==> config.mk <==
export PLATFORM = sky130hd
export DESIGN_NAME = buffer_write_arbiter_flat
export DESIGN_NICKNAME = d
export VERILOG_FILES = /design/src/rtl/buffer_write_arbiter_if.sv /design/src/rtl/buffer_write_arbiter.sv /design/src/flat_wrapper.sv
export SDC_FILE = /design/constraint.sdc
export NUM_CORES = 1
export LEC_CHECK = 0
export ABC_AREA = 1
export ABC_CLOCK_PERIOD_IN_PS = 4850
export CELL_PAD_IN_SITES_DETAIL_PLACEMENT = 0
export CELL_PAD_IN_SITES_GLOBAL_PLACEMENT = 2
export CORE_MARGIN = 2
export CORE_UTILIZATION = 19
export CTS_CLUSTER_SIZE = 12
export DETAILED_ROUTE_END_ITERATION = 7
export GPL_TIMING_DRIVEN = 0
export HOLD_SLACK_MARGIN = 0.12
export PLACE_DENSITY = 0.95
export SLEW_MARGIN = 0
export SYNTH_ARGS = -nofsm -noshare
export SYNTH_HDL_FRONTEND = slang
export SYNTH_SLANG_ARGS = --single-unit
==> constraint.sdc <==
create_clock -name clk -period 4.85 [get_ports clk]
set_input_delay 0.485 -clock clk [delete_from_list [all_inputs] [get_ports clk]]
set_output_delay 0.485 -clock clk [all_outputs]
set_load 0.01 [all_outputs]
==> src/rtl/buffer_write_arbiter_if.sv <==
//==============================================================================
// Module      : buffer_write_arbiter_if
// Description : Producer/buffer-side bundle of the buffer write arbiter.
// Revision    : 1.0 - initial release
//==============================================================================
`default_nettype none

interface buffer_write_arbiter_if #(
    parameter int NUM_REQ       = 4,
    parameter int PAYLOAD_WIDTH = 32,
    parameter int ID_WIDTH      = 2,
    parameter int DATA_WIDTH    = 40
) ();
    logic [NUM_REQ-1:0]               req;
    logic [NUM_REQ-1:0]               req_last;
    logic [NUM_REQ*PAYLOAD_WIDTH-1:0] req_data;
    logic [NUM_REQ-1:0]               grant;
    logic                             buf_ready;
    logic                             buf_full;
    logic [DATA_WIDTH-1:0]            buf_data;
    logic [ID_WIDTH-1:0]              owner;
    logic                             busy;

    modport master (
        output req, req_last, req_data, buf_ready, buf_full,
        input  grant, buf_data, owner, busy
    );

    modport slave (
        input  req, req_last, req_data, buf_ready, buf_full,
        output grant, buf_data, owner, busy
    );
endinterface

`default_nettype wire

==> src/rtl/buffer_write_arbiter.sv <==
//==============================================================================
// Module      : buffer_write_arbiter
// Description : Packet-granular round-robin sharing of the buffer write port.
// Revision    : 1.0 - initial release
//==============================================================================
`default_nettype none

module buffer_write_arbiter #(
    parameter int NUM_REQ       = 4,
    parameter int PAYLOAD_WIDTH = 32,
    parameter int ID_WIDTH      = 2,
    parameter int DATA_WIDTH    = 40,
    parameter int MAX_BURST     = 16
) (
    input  logic                  clk,
    input  logic                  reset,
    buffer_write_arbiter_if.slave bus
);

    localparam int                  c_CNT_W     = $clog2(MAX_BURST + 1);
    localparam logic [c_CNT_W-1:0]  c_MAX_BURST = c_CNT_W'(MAX_BURST);
    localparam logic [c_CNT_W-1:0]  c_CNT_ONE   = c_CNT_W'(1);
    localparam logic [ID_WIDTH-1:0] c_LAST_IDX  = ID_WIDTH'(NUM_REQ - 1);

    typedef enum logic [0:0] {
        ST_IDLE   = 1'b0,
        ST_LOCKED = 1'b1
    } state_t;

    state_t                   r_state, w_state_nxt;
    logic [ID_WIDTH-1:0]      r_rr_ptr, w_rr_ptr_nxt;
    logic [ID_WIDTH-1:0]      r_owner, w_owner_nxt;
    logic [c_CNT_W-1:0]       r_burst_cnt, w_burst_cnt_nxt;
    logic [DATA_WIDTH-1:0]    r_buf_data, w_buf_data_nxt;
    logic [ID_WIDTH-1:0]      w_pick_hi, w_pick_any, w_pick, w_src;
    logic                     w_found_hi, w_accept_ok, w_take;
    logic                     w_src_req, w_src_last;
    logic [PAYLOAD_WIDTH-1:0] w_src_payload;
    logic [NUM_REQ-1:0]       w_grant;

    function automatic logic [ID_WIDTH-1:0] f_next_idx(input logic [ID_WIDTH-1:0] idx);
        return (idx == c_LAST_IDX) ? '0 : idx + 1'b1;
    endfunction

    // A word still on buf_data blocks the next one, giving the mandatory idle gap.
    assign w_accept_ok = reset & bus.buf_ready & ~bus.buf_full & (r_buf_data == '0);

    always_comb begin
        w_pick_hi  = '0;
        w_pick_any = '0;
        w_found_hi = 1'b0;
        for (int i = NUM_REQ - 1; i >= 0; i--) begin
            if (bus.req[i]) begin
                w_pick_any = ID_WIDTH'(i);
                if (ID_WIDTH'(i) >= r_rr_ptr) begin
                    w_pick_hi  = ID_WIDTH'(i);
                    w_found_hi = 1'b1;
                end
            end
        end
    end

    assign w_pick = w_found_hi ? w_pick_hi : w_pick_any;
    assign w_src  = (r_state == ST_IDLE) ? w_pick : r_owner;

    always_comb begin
        w_src_req     = 1'b0;
        w_src_last    = 1'b0;
        w_src_payload = '0;
        for (int i = 0; i < NUM_REQ; i++) begin
            if (w_src == ID_WIDTH'(i)) begin
                w_src_req     = bus.req[i];
                w_src_last    = bus.req_last[i];
                w_src_payload = bus.req_data[i*PAYLOAD_WIDTH +: PAYLOAD_WIDTH];
            end
        end
    end

    always_comb begin
        w_state_nxt     = r_state;
        w_rr_ptr_nxt    = r_rr_ptr;
        w_owner_nxt     = r_owner;
        w_burst_cnt_nxt = r_burst_cnt;
        w_grant         = '0;
        w_buf_data_nxt  = '0;
        w_take          = w_accept_ok & w_src_req;
        if (w_take) begin
            for (int i = 0; i < NUM_REQ; i++) begin
                if (w_src == ID_WIDTH'(i)) begin
                    w_grant[i] = 1'b1;
                end
            end
            w_buf_data_nxt[DATA_WIDTH-1]                = 1'b1;
            w_buf_data_nxt[DATA_WIDTH-2 -: ID_WIDTH]    = w_src;
            w_buf_data_nxt[DATA_WIDTH-2-ID_WIDTH]       = w_src_last;
            w_buf_data_nxt[PAYLOAD_WIDTH-1:0]           = w_src_payload;
            w_owner_nxt     = w_src;
            w_burst_cnt_nxt = (r_state == ST_IDLE) ? c_CNT_ONE : r_burst_cnt + c_CNT_ONE;
            if (w_src_last || (w_burst_cnt_nxt == c_MAX_BURST)) begin
                w_rr_ptr_nxt = f_next_idx(w_src);
                w_state_nxt  = ST_IDLE;
            end else begin
                w_state_nxt  = ST_LOCKED;
            end
        end
    end

    always_ff @(posedge clk) begin
        if (!reset) begin
            r_state     <= ST_IDLE;
            r_rr_ptr    <= '0;
            r_owner     <= '0;
            r_burst_cnt <= '0;
            r_buf_data  <= '0;
        end else begin
            r_state     <= w_state_nxt;
            r_rr_ptr    <= w_rr_ptr_nxt;
            r_owner     <= w_owner_nxt;
            r_burst_cnt <= w_burst_cnt_nxt;
            r_buf_data  <= w_buf_data_nxt;
        end
    end

    assign bus.grant    = w_grant;
    assign bus.buf_data = r_buf_data;
    assign bus.owner    = r_owner;
    assign bus.busy     = (r_state == ST_LOCKED);

endmodule

`default_nettype wire

==> src/flat_wrapper.sv <==
// flat-port wrapper written by rule: the top's interface ports become plain ports
module buffer_write_arbiter_flat 
#(
    parameter int NUM_REQ       = 4,
    parameter int PAYLOAD_WIDTH = 32,
    parameter int ID_WIDTH      = 2,
    parameter int DATA_WIDTH    = 40,
    parameter int MAX_BURST     = 16
)
  (clk, reset, bus_req, bus_req_last, bus_req_data, bus_buf_ready, bus_buf_full, bus_grant, bus_buf_data, bus_owner, bus_busy);
  buffer_write_arbiter_if #(.NUM_REQ(NUM_REQ), .PAYLOAD_WIDTH(PAYLOAD_WIDTH), .ID_WIDTH(ID_WIDTH), .DATA_WIDTH(DATA_WIDTH)) bus_i ();
  input  logic clk;
  input  logic reset;
  input wire logic [$bits(bus_i.req)-1:0] bus_req;
  input wire logic [$bits(bus_i.req_last)-1:0] bus_req_last;
  input wire logic [$bits(bus_i.req_data)-1:0] bus_req_data;
  input wire logic [$bits(bus_i.buf_ready)-1:0] bus_buf_ready;
  input wire logic [$bits(bus_i.buf_full)-1:0] bus_buf_full;
  output wire logic [$bits(bus_i.grant)-1:0] bus_grant;
  output wire logic [$bits(bus_i.buf_data)-1:0] bus_buf_data;
  output wire logic [$bits(bus_i.owner)-1:0] bus_owner;
  output wire logic [$bits(bus_i.busy)-1:0] bus_busy;
  assign bus_i.req = bus_req;
  assign bus_i.req_last = bus_req_last;
  assign bus_i.req_data = bus_req_data;
  assign bus_i.buf_ready = bus_buf_ready;
  assign bus_i.buf_full = bus_buf_full;
  assign bus_grant = bus_i.grant;
  assign bus_buf_data = bus_i.buf_data;
  assign bus_owner = bus_i.owner;
  assign bus_busy = bus_i.busy;
  buffer_write_arbiter #(.NUM_REQ(NUM_REQ), .PAYLOAD_WIDTH(PAYLOAD_WIDTH), .ID_WIDTH(ID_WIDTH), .DATA_WIDTH(DATA_WIDTH), .MAX_BURST(MAX_BURST)) u_core (.clk(clk), .reset(reset), .bus(bus_i));
endmodule
* Yosys cells after proc, flatten, opt, wreduce, memory -nomap -nowiden
Cells that the tools add are included. Widths: inputs -> output; s select.
Operators by class: $add $sub $neg 2, magnitude comparators 4, equality and inequality tests 4, multiplexer cells 43, bitwise gates (word level) 5, reduce and logical (&&, ||, !) cells 5
Operator list (count):
- $mux 32 | 4
- $logic_not 40->1 | 1
- $mux 2 | 15
- $mux 1 | 21
- $mux 4 | 2
- $add 5x1->5 const B | 1
- $eq 5x5->1 const B | 1
- $mux 5 | 1
- $and 1x1->1 | 4
- $eq 2x2->1 const B | 2
- $ge 1x2->1 const A | 2
- $ge 2x2->1 const A | 2
- $reduce_and 2->1 | 2
- $add 2x1->2 const B | 1
- $eq 2x1->1 const B | 1
- $logic_not 2->1 | 1
- $logic_or 1x1->1 | 1
- $not 1->1 | 1
Word-level totals: register bits 50, bits of input ports 140, output and inout bits 47, logic and storage cells 70

* Depth between registers and ports, before layout
Gate-level depths: netlist of run 1.
depth after elaboration 18, mapped depth 18, gate-level depth less buffers 18

* Worst setup path after synthesis of run 1
OpenSTA, ideal clock, no wires.
path kind input port to output port, start point input bus_req[2], end point output bus_grant[2], arrival time 2.404 ns, required time 4.365 ns, path slack 1.961 ns, stages 13, cell sequence a21oi_1 o31ai_1 a22oi_1 inv_1 ha_1 buf_6 nand2_4 nand4_2 or2_4 nor2_4 nand3_4 buf_6 nor2_1
Between the ends: longest elaborated chain between the ends 14, elaborated cells between the ends (all ways) 26
Ends and longest elaborated chain:
- from (decl) | line flat_wrapper.sv:14 | input wire logic [$bits(bus_i.req)-1:0] bus_req;
- $mux 2 or $mux 1 (tied branches) | line buffer_write_arbiter.sv:53 | if (bus.req[i]) begin
- $mux 2 or $mux 1 (tied branches) | line buffer_write_arbiter.sv:55 | if (ID_WIDTH'(i) >= r_rr_ptr) begin
- $mux 2 or $mux 1 (tied branches) | line buffer_write_arbiter.sv:53
- $mux 2 or $mux 1 (tied branches) | line buffer_write_arbiter.sv:55
- $mux 2 or $mux 1 (tied branches) | line buffer_write_arbiter.sv:53
- $mux 2 (*) | line buffer_write_arbiter.sv:63 | assign w_pick = w_found_hi ? w_pick_hi : w_pick_any;
- $mux 2 (*) | line buffer_write_arbiter.sv:64 | assign w_src = (r_state == ST_IDLE) ? w_pick : r_owner;
- via u_core.w_src[1] | line buffer_write_arbiter.sv:35 | logic [ID_WIDTH-1:0] w_pick_hi, w_pick_any, w_pick, w_src;
- $logic_not 2->1 | line buffer_write_arbiter.sv:71 | if (w_src == ID_WIDTH'(i)) begin
- $mux 1 (4 in a row) | line buffer_write_arbiter.sv:71
- $and 1x1->1 | line buffer_write_arbiter.sv:86 | w_take = w_accept_ok & w_src_req;
- $mux 4 (*) | line buffer_write_arbiter.sv:87 | if (w_take) begin
- to (decl) | line flat_wrapper.sv:19 | output wire logic [$bits(bus_i.grant)-1:0] bus_grant;
The timed path passes the listed nets; every way through them passes the cells marked *.

* Final worst setup path of run 1
Same ends and word-level chain as after synthesis.

==> results.md, run 1 <==
* Total GRT Usage at 14.5%
* Clock root cell: clkbuf_16
* Syn Std Cell Area at 3030 µm²
* Via/cell ratio at 4.11
* WP data arrival at 3.75 ns
* Drt first-iter violations at 155
* Largest family of logic cells by synthesized area: simple AND/OR/NAND/NOR gates
* Area contributors post-synth: dfxtp_1 (30%), nand2_1 (18%), a21oi_2 (9.2%)
* Diode count at 0
* DRC errors left at 0
* Max_cap viols at 0
* Clock Pin Slew Worst Setup and Hold Paths at 0.06 ns
* #FFs+latches synth at 46
* CTS tree: yes
* Wire length on met3 at 883 µm
* Fmax achieved at 236 MHz
* CTS buffer count at 5
* Proportion of synthesized area in mux cells at 0%
* Post-DP HPWL at 9940 µm
* Die ar. at 17,000 µm²
* Post-Synth Simple-Gate Area at 31.6%
* Peak VDD IR at 0.000113 V
* Status: finished, final reports clean
* Startpoint types: input pin
* Xor/xnor share of the synthesized area at 0%
* Commonest non-fill, non-tap cell in the layout: clkdlybuf4s50_1
* First-pass DRT Iterations at 4
* Met1 Routed Length at 5230 µm
* Die boundary width at 130 µm
* CP max FO at 10
* Highest routed layer: met4
* Total Wirelength at 12,300 µm
* Yosys cell types at 30
* First-pass GRT wire length at 18,700 µm
* Hold Crit Class: flip-flop to flip-flop
* Placed cells at 859
* Overflow after GRT at 0
* Hold buffers post-CTS at 0
* Worst hold stages at 2
* Skew-Pair Late Insertion Delay at 0.29 ns
* Mean Syn Cell Area at 6.62 µm²
* Net count reported at finish at 795
* Clock buffer depth at 2
* Initial Utilization at 19.3%
* CTS resizes at 0
* Worst-case reg-to-reg path depth at 15
* Post-CTS Setup Bufs at 0
* RSZ-0062 raised after global routing: no
* Core Rows at 46
* Pleak at 2.02 nW
* Largest net degree at the start of global routing at 13
* Via count at 3,556
* Post-synthesis adder-cell area fraction at 2.06%
* Synth warnings at 0
* Yosys top cell area share at 30.4%
* Final period utilization at 87.3%
* H-tree depth at 2
* Met2 Routed Length at 6120 µm
* Register area share after synthesis at 30.4%
* CP Capture Type: output pin
* Fin cells at 865
* Clk_skew at 0.00545 ns
* IO Pins at 187
* Setup CP Type: input pin to output pin
* Slew HR at 61.4%
* Fin area at 5270 µm²
* Pwr dens at 230 nW/µm²
* Global placement routability congestion at 0.752
* Yosys top cell by area: dfxtp_1
* Synthesis-to-finish area growth at 74.0%
* Post-Synthesis Cells at 458
* Most frequent cells in the layout: clkdlybuf4s50_1 (182), nand2_1 (144), nor2_1 (47)
* Fin crit period at 4.24 ns
* Final Max Tran Viols at 0
* Post-DR wirelength/cell at 14.3 µm
* Area of the core at 15,700 µm²
* Initial antenna violation count at 0
* Fin. Hold Viols at 0
* Antenna-violating nets left at 0
* Worst slew pin tran at 0.579 ns
* IO buf count at 182
* Compound-Gate Fraction of Synth Area at 25.3%
* Final setup fails at 0
* Layout cells sized above 1 at 10.6%
* Setup TNS at 0 ns
* Die H at 130 µm
* Vias in the first global route at 3,557
* Area after DPL at 5130 µm²
* Sink Count at 46
* CP required at 4.37 ns
## registers in the layout, indices dropped and copies added, names as in the netlist
name                 flops
u_core.bus.busy          1
u_core.r_rr_ptr          2
u_core.bus.owner         2
u_core.r_burst_cnt       5
u_core.bus.buf_data     36
## area by class of cell
class                   instances  area (µm²)
multi-input cells             347        1800
fillers                      1734       10400
clock buffers                   6         139
inverters                      37         139
plain buffers                  31         181
well taps                     216         270
repair buffers                182        1820
flip-flops and latches         46         921
## Yosys cell counts, drive strengths merged
master and count:
buf 17, nor3 1, nor2 54, clkbuf 14, a22oi 33, a21oi 38, o21ai 38, a21boi 1
or2 2, nand3 20, o31ai 1, inv 37, nand2 145, conb 1, dfxtp 46, nand4 5
ha 5
## power by group
part / switching, mW / internal [mW] / leakage (nW) / total, mW
combinational: 0.247 / 0.220 / 1.58 / 0.467
clock: 0.144 / 0.200 / 0.0688 / 0.343
sequential: 0.0101 / 0.391 / 0.371 / 0.401
total: 0.401 / 0.811 / 2.02 / 1.21
## cell families after synthesis
logic type / count (synthesis)
buffers and inverters: 68
AOI/OAI and AO/OA: 111
and+or+nand+nor: 227
DFF: 46
adders and majority gates: 5
other: 1
## layer usage
metal / track usage (%) / up-vias
met5: 0 / -
met4: 3.16 / 0
met3: 4.31 / 11
met2: 25.2 / 110
met1: 17.6 / 1563
li1: - / 1872
## path summary, 6_finish.rpt
path | from | endpoint | slack [ns]
setup / recovery | bus_req[2] | bus_grant[2] | 0.61
hold / removal | u_core.r_burst_cnt[4] | u_core.r_burst_cnt[4] | 0.47
setup reg to reg | u_core.r_rr_ptr[1] | u_core.bus.owner[1] | 1.87
hold reg to reg | u_core.r_burst_cnt[4] | u_core.r_burst_cnt[4] | 0.47
## per-stage QoR
stage | setup WS [ns] | total power [mW] | hold WS, ns | util, %
3_3_place_gp | 0.589 | 0.884 | 0.455 | 32.7
5_1_grt | 0.347 | 1.29 | 0.490 | 33.6
2_1_floorplan | 1.96 | 0.659 | 0.443 | -
4_1_cts | 0.571 | 1.23 | 0.468 | 33.6
3_5_place_dp | 0.573 | 0.885 | 0.460 | 32.7
6_report | 0.614 | 1.21 | 0.466 | 33.6
## worst max-delay path, cell delays in order
cell and delay, ns:
clkdlybuf4s50_1 0.48, a21oi_1 0.23, o31ai_1 0.11, a22oi_1 0.47
inv_1 0.13, ha_1 0.22, buf_6 0.14, nand2_4 0.07
nand4_2 0.07, or2_4 0.27, nor2_4 0.12, nand3_4 0.13
buf_6 0.19, nor2_1 0.09, clkdlybuf4s50_1 0.54
Power figures use the tool's default switching activity.
==> run 2, diff against run 1 <==
- ABC_CLOCK_PERIOD_IN_PS: 4850 -> 3600
- CORE_UTILIZATION: 19 -> 16
- PLACE_DENSITY: 0.95 -> 0.82
- SETUP_SLACK_MARGIN: not set -> 0.3
- clock period: 4.85 -> 3.6 ns (I/O delays scaled with it)
==> results.md, run 2 (synthesis gave the netlist of run 1 again) <==
* Skew-Pair Late Insertion Delay at 0.29 ns (about the same)
* H-tree depth at 2 (unchanged)
* Startpoint types: input pin
* Worst r2r src: u_core.bus.busy
* WP data arrival at 2.74 ns (-1.01 ns)
* Post-DP HPWL at 10,500 µm (+6.0%)
* CP Capture Type: output pin
* Fin. Hold Viols at 0 (unchanged)
* Final core utilization at 28.5% (-5.0 points)
* RR Endpoint: u_core.bus.buf_data[24]
* Placed cells at 877 (+2.1%)
* Global placement routability congestion at 0.710 (-5.5%)
* Setup crit end: bus_grant[2]
* Peak VDD IR at 0.000153 V (+36%)
* Vias in the first global route at 3,621 (+1.8%)
* Sink Count at 46 (unchanged)
* RSZ-0062 raised after global routing: no
* First-pass DRT Iterations at 4 (unchanged)
* Fin area at 5320 µm² (+0.88%)
* Worst-case reg-to-reg path depth at 13 (-2)
* DRC errors left at 0 (unchanged)
* Post-DR wirelength/cell at 14.8 µm (+4.0%)
* Initial Utilization at 16.3% (-3.0 points)
* Pwr dens at 311 nW/µm² (+36%)
* Slew HR at 61.0% (-0.43 points)
* Drt first-iter violations at 91 (-41%)
* Clock buffer depth at 2 (unchanged)
* Overflow after GRT at 0 (unchanged)
* IO buf count at 182 (unchanged)
* Status: finished, final reports clean
* Total Wirelength at 13,100 µm (+6.4%)
* Area of the core at 18,600 µm² (+19%)
* CP max FO at 10 (unchanged)
* Area after DPL at 5160 µm² (+0.44%)
* Fill count at 2,062 (+19%)
* Hold wc startpoint: u_core.r_burst_cnt[4]
* Worst slew pin tran at 0.585 ns (+0.00638 ns)
* IO Pins at 187 (unchanged)
* Commonest non-fill, non-tap cell in the layout: clkdlybuf4s50_1
* Register Area at 921 µm² (unchanged)
* CP required at 3.24 ns (-1.13 ns)
* Antenna-violating nets left at 0 (unchanged)
* Via/cell ratio at 4.05 (-1.6%)
* Core Rows at 50 (+8.7%)
* Pleak at 2.03 nW (+0.94%)
* Clock root cell: clkbuf_16
* Total GRT Usage at 12.9% (-1.6 points)
* Max reg flops at 36 (unchanged)
* Fmax achieved at 323 MHz
* Die H at 142 µm (+8.7%)
* R2r setup slk at 0.84 ns (-1.03 ns)
* Diode count at 0 (unchanged)
* Via count at 3,580 (+0.67%)
* Clk_skew at 0.00590 ns (+0.000445 ns)
* Die boundary width at 142 µm (+8.7%)
* Setup CP Type: input pin to output pin
* Most frequent cells in the layout: clkdlybuf4s50_1 (176), nand2_1 (142), dfxtp_1 (46)
* Die ar. at 20,100 µm² (+18%)
* Fin crit period at 3.10 ns
* Hold Crit Class: flip-flop to flip-flop
* Max_cap viols at 0 (unchanged)
* Layout cells sized above 1 at 12.9% (+2.3 points)
* Multi-input logic area at 1830 µm² (+1.5%)
* CTS tree: yes
* Clock Pin Slew Worst Setup and Hold Paths at 0.06 ns (about the same)
* Final setup fails at 0 (unchanged)
* Worst Setup SP: bus_req[2]
* Synthesis-to-finish area growth at 75.5%
* CTS buffer count at 5 (unchanged)
* Initial antenna violation count at 0 (unchanged)
* Final Max Tran Viols at 0 (unchanged)
* First-pass GRT wire length at 19,900 µm (+6.3%)
* Net count reported at finish at 797 (+0.25%)
* Final period utilization at 86.0%
* Largest net degree at the start of global routing at 13 (unchanged)
* Fin cells at 885 (+2.3%)
[run 2: area by class of cell]
| cell class | instances | area share (%) |
|---|---|---|
| multi-input combinational | 347 | 34.4 |
| timing repair buffer | 184 | 34.1 |
| sequential | 46 | 17.3 |
| tap | 234 | 5.50 |
| buffer | 31 | 3.50 |
| clock buffer | 6 | 2.61 |
| inverter | 37 | 2.61 |
[run 2: metrics by stage]
stage          setup slack (ns)  power [mW]  hold WS, ns  TNS [ns]
2_1_floorplan             0.864       0.888        0.443         0
3_3_place_gp             -0.528        1.20        0.455     -1.93
3_5_place_dp             -0.460        1.20        0.457     -1.64
4_1_cts                   0.335        1.68        0.473         0
5_1_grt                   0.321        1.77        0.517         0
6_report                  0.504        1.66        0.466         0
[run 2: worst min-delay path by stage]
stage,end,slack [ns],cells after the start
2_1_floorplan,u_core.r_burst_cnt[4],0.44,2
4_1_cts,u_core.r_burst_cnt[4],0.47,2
5_1_grt,u_core.r_burst_cnt[4],0.52,2
6_report,u_core.r_burst_cnt[4],0.47,2
3_3_place_gp,u_core.r_burst_cnt[4],0.45,2
3_5_place_dp,u_core.r_burst_cnt[4],0.46,2
[run 2: power by group]
part	leakage, nW	internal (mW)	switching [mW]
registers	0.371	0.527	0.0133
clock network	0.0688	0.269	0.197
logic	1.60	0.300	0.349
total	2.03	1.10	0.560
[run 2: critical path, stage by stage]
cell             delay, ns
clkdlybuf4s50_1       0.47
a21oi_2               0.18
o31ai_1               0.10
a22oi_2               0.20
inv_1                 0.09
ha_1                  0.19
buf_6                 0.15
nand2_4               0.07
nand4_2               0.07
or2_4                 0.27
nor2_4                0.12
nand3_4               0.09
buf_8                 0.16
nor2_1                0.08
clkbuf_2              0.13
[run 2: timing repair]
| action | CTS | global route |
|---|---|---|
| pin swaps | 1 | 0 |
| resized for setup | 15 | 10 |
| endpoints found under the setup margin | 4 | 4 |
| buffers inserted | 2 | 0 |
| hold buffers | 0 | 0 |
[run 2: routing by layer]
layer / share of wire [%] / wire (µm) / GRT usage (%) / vias up
li1: - / - / - / 1877
met1: 42 / 5510 / 15.4 / 1586
met2: 50 / 6580 / 22.9 / 110
met3: 7.3 / 959 / 4.12 / 7
met4: 0.63 / 83 / 1.89 / 0
met5: 0 / 0 / 0 / -
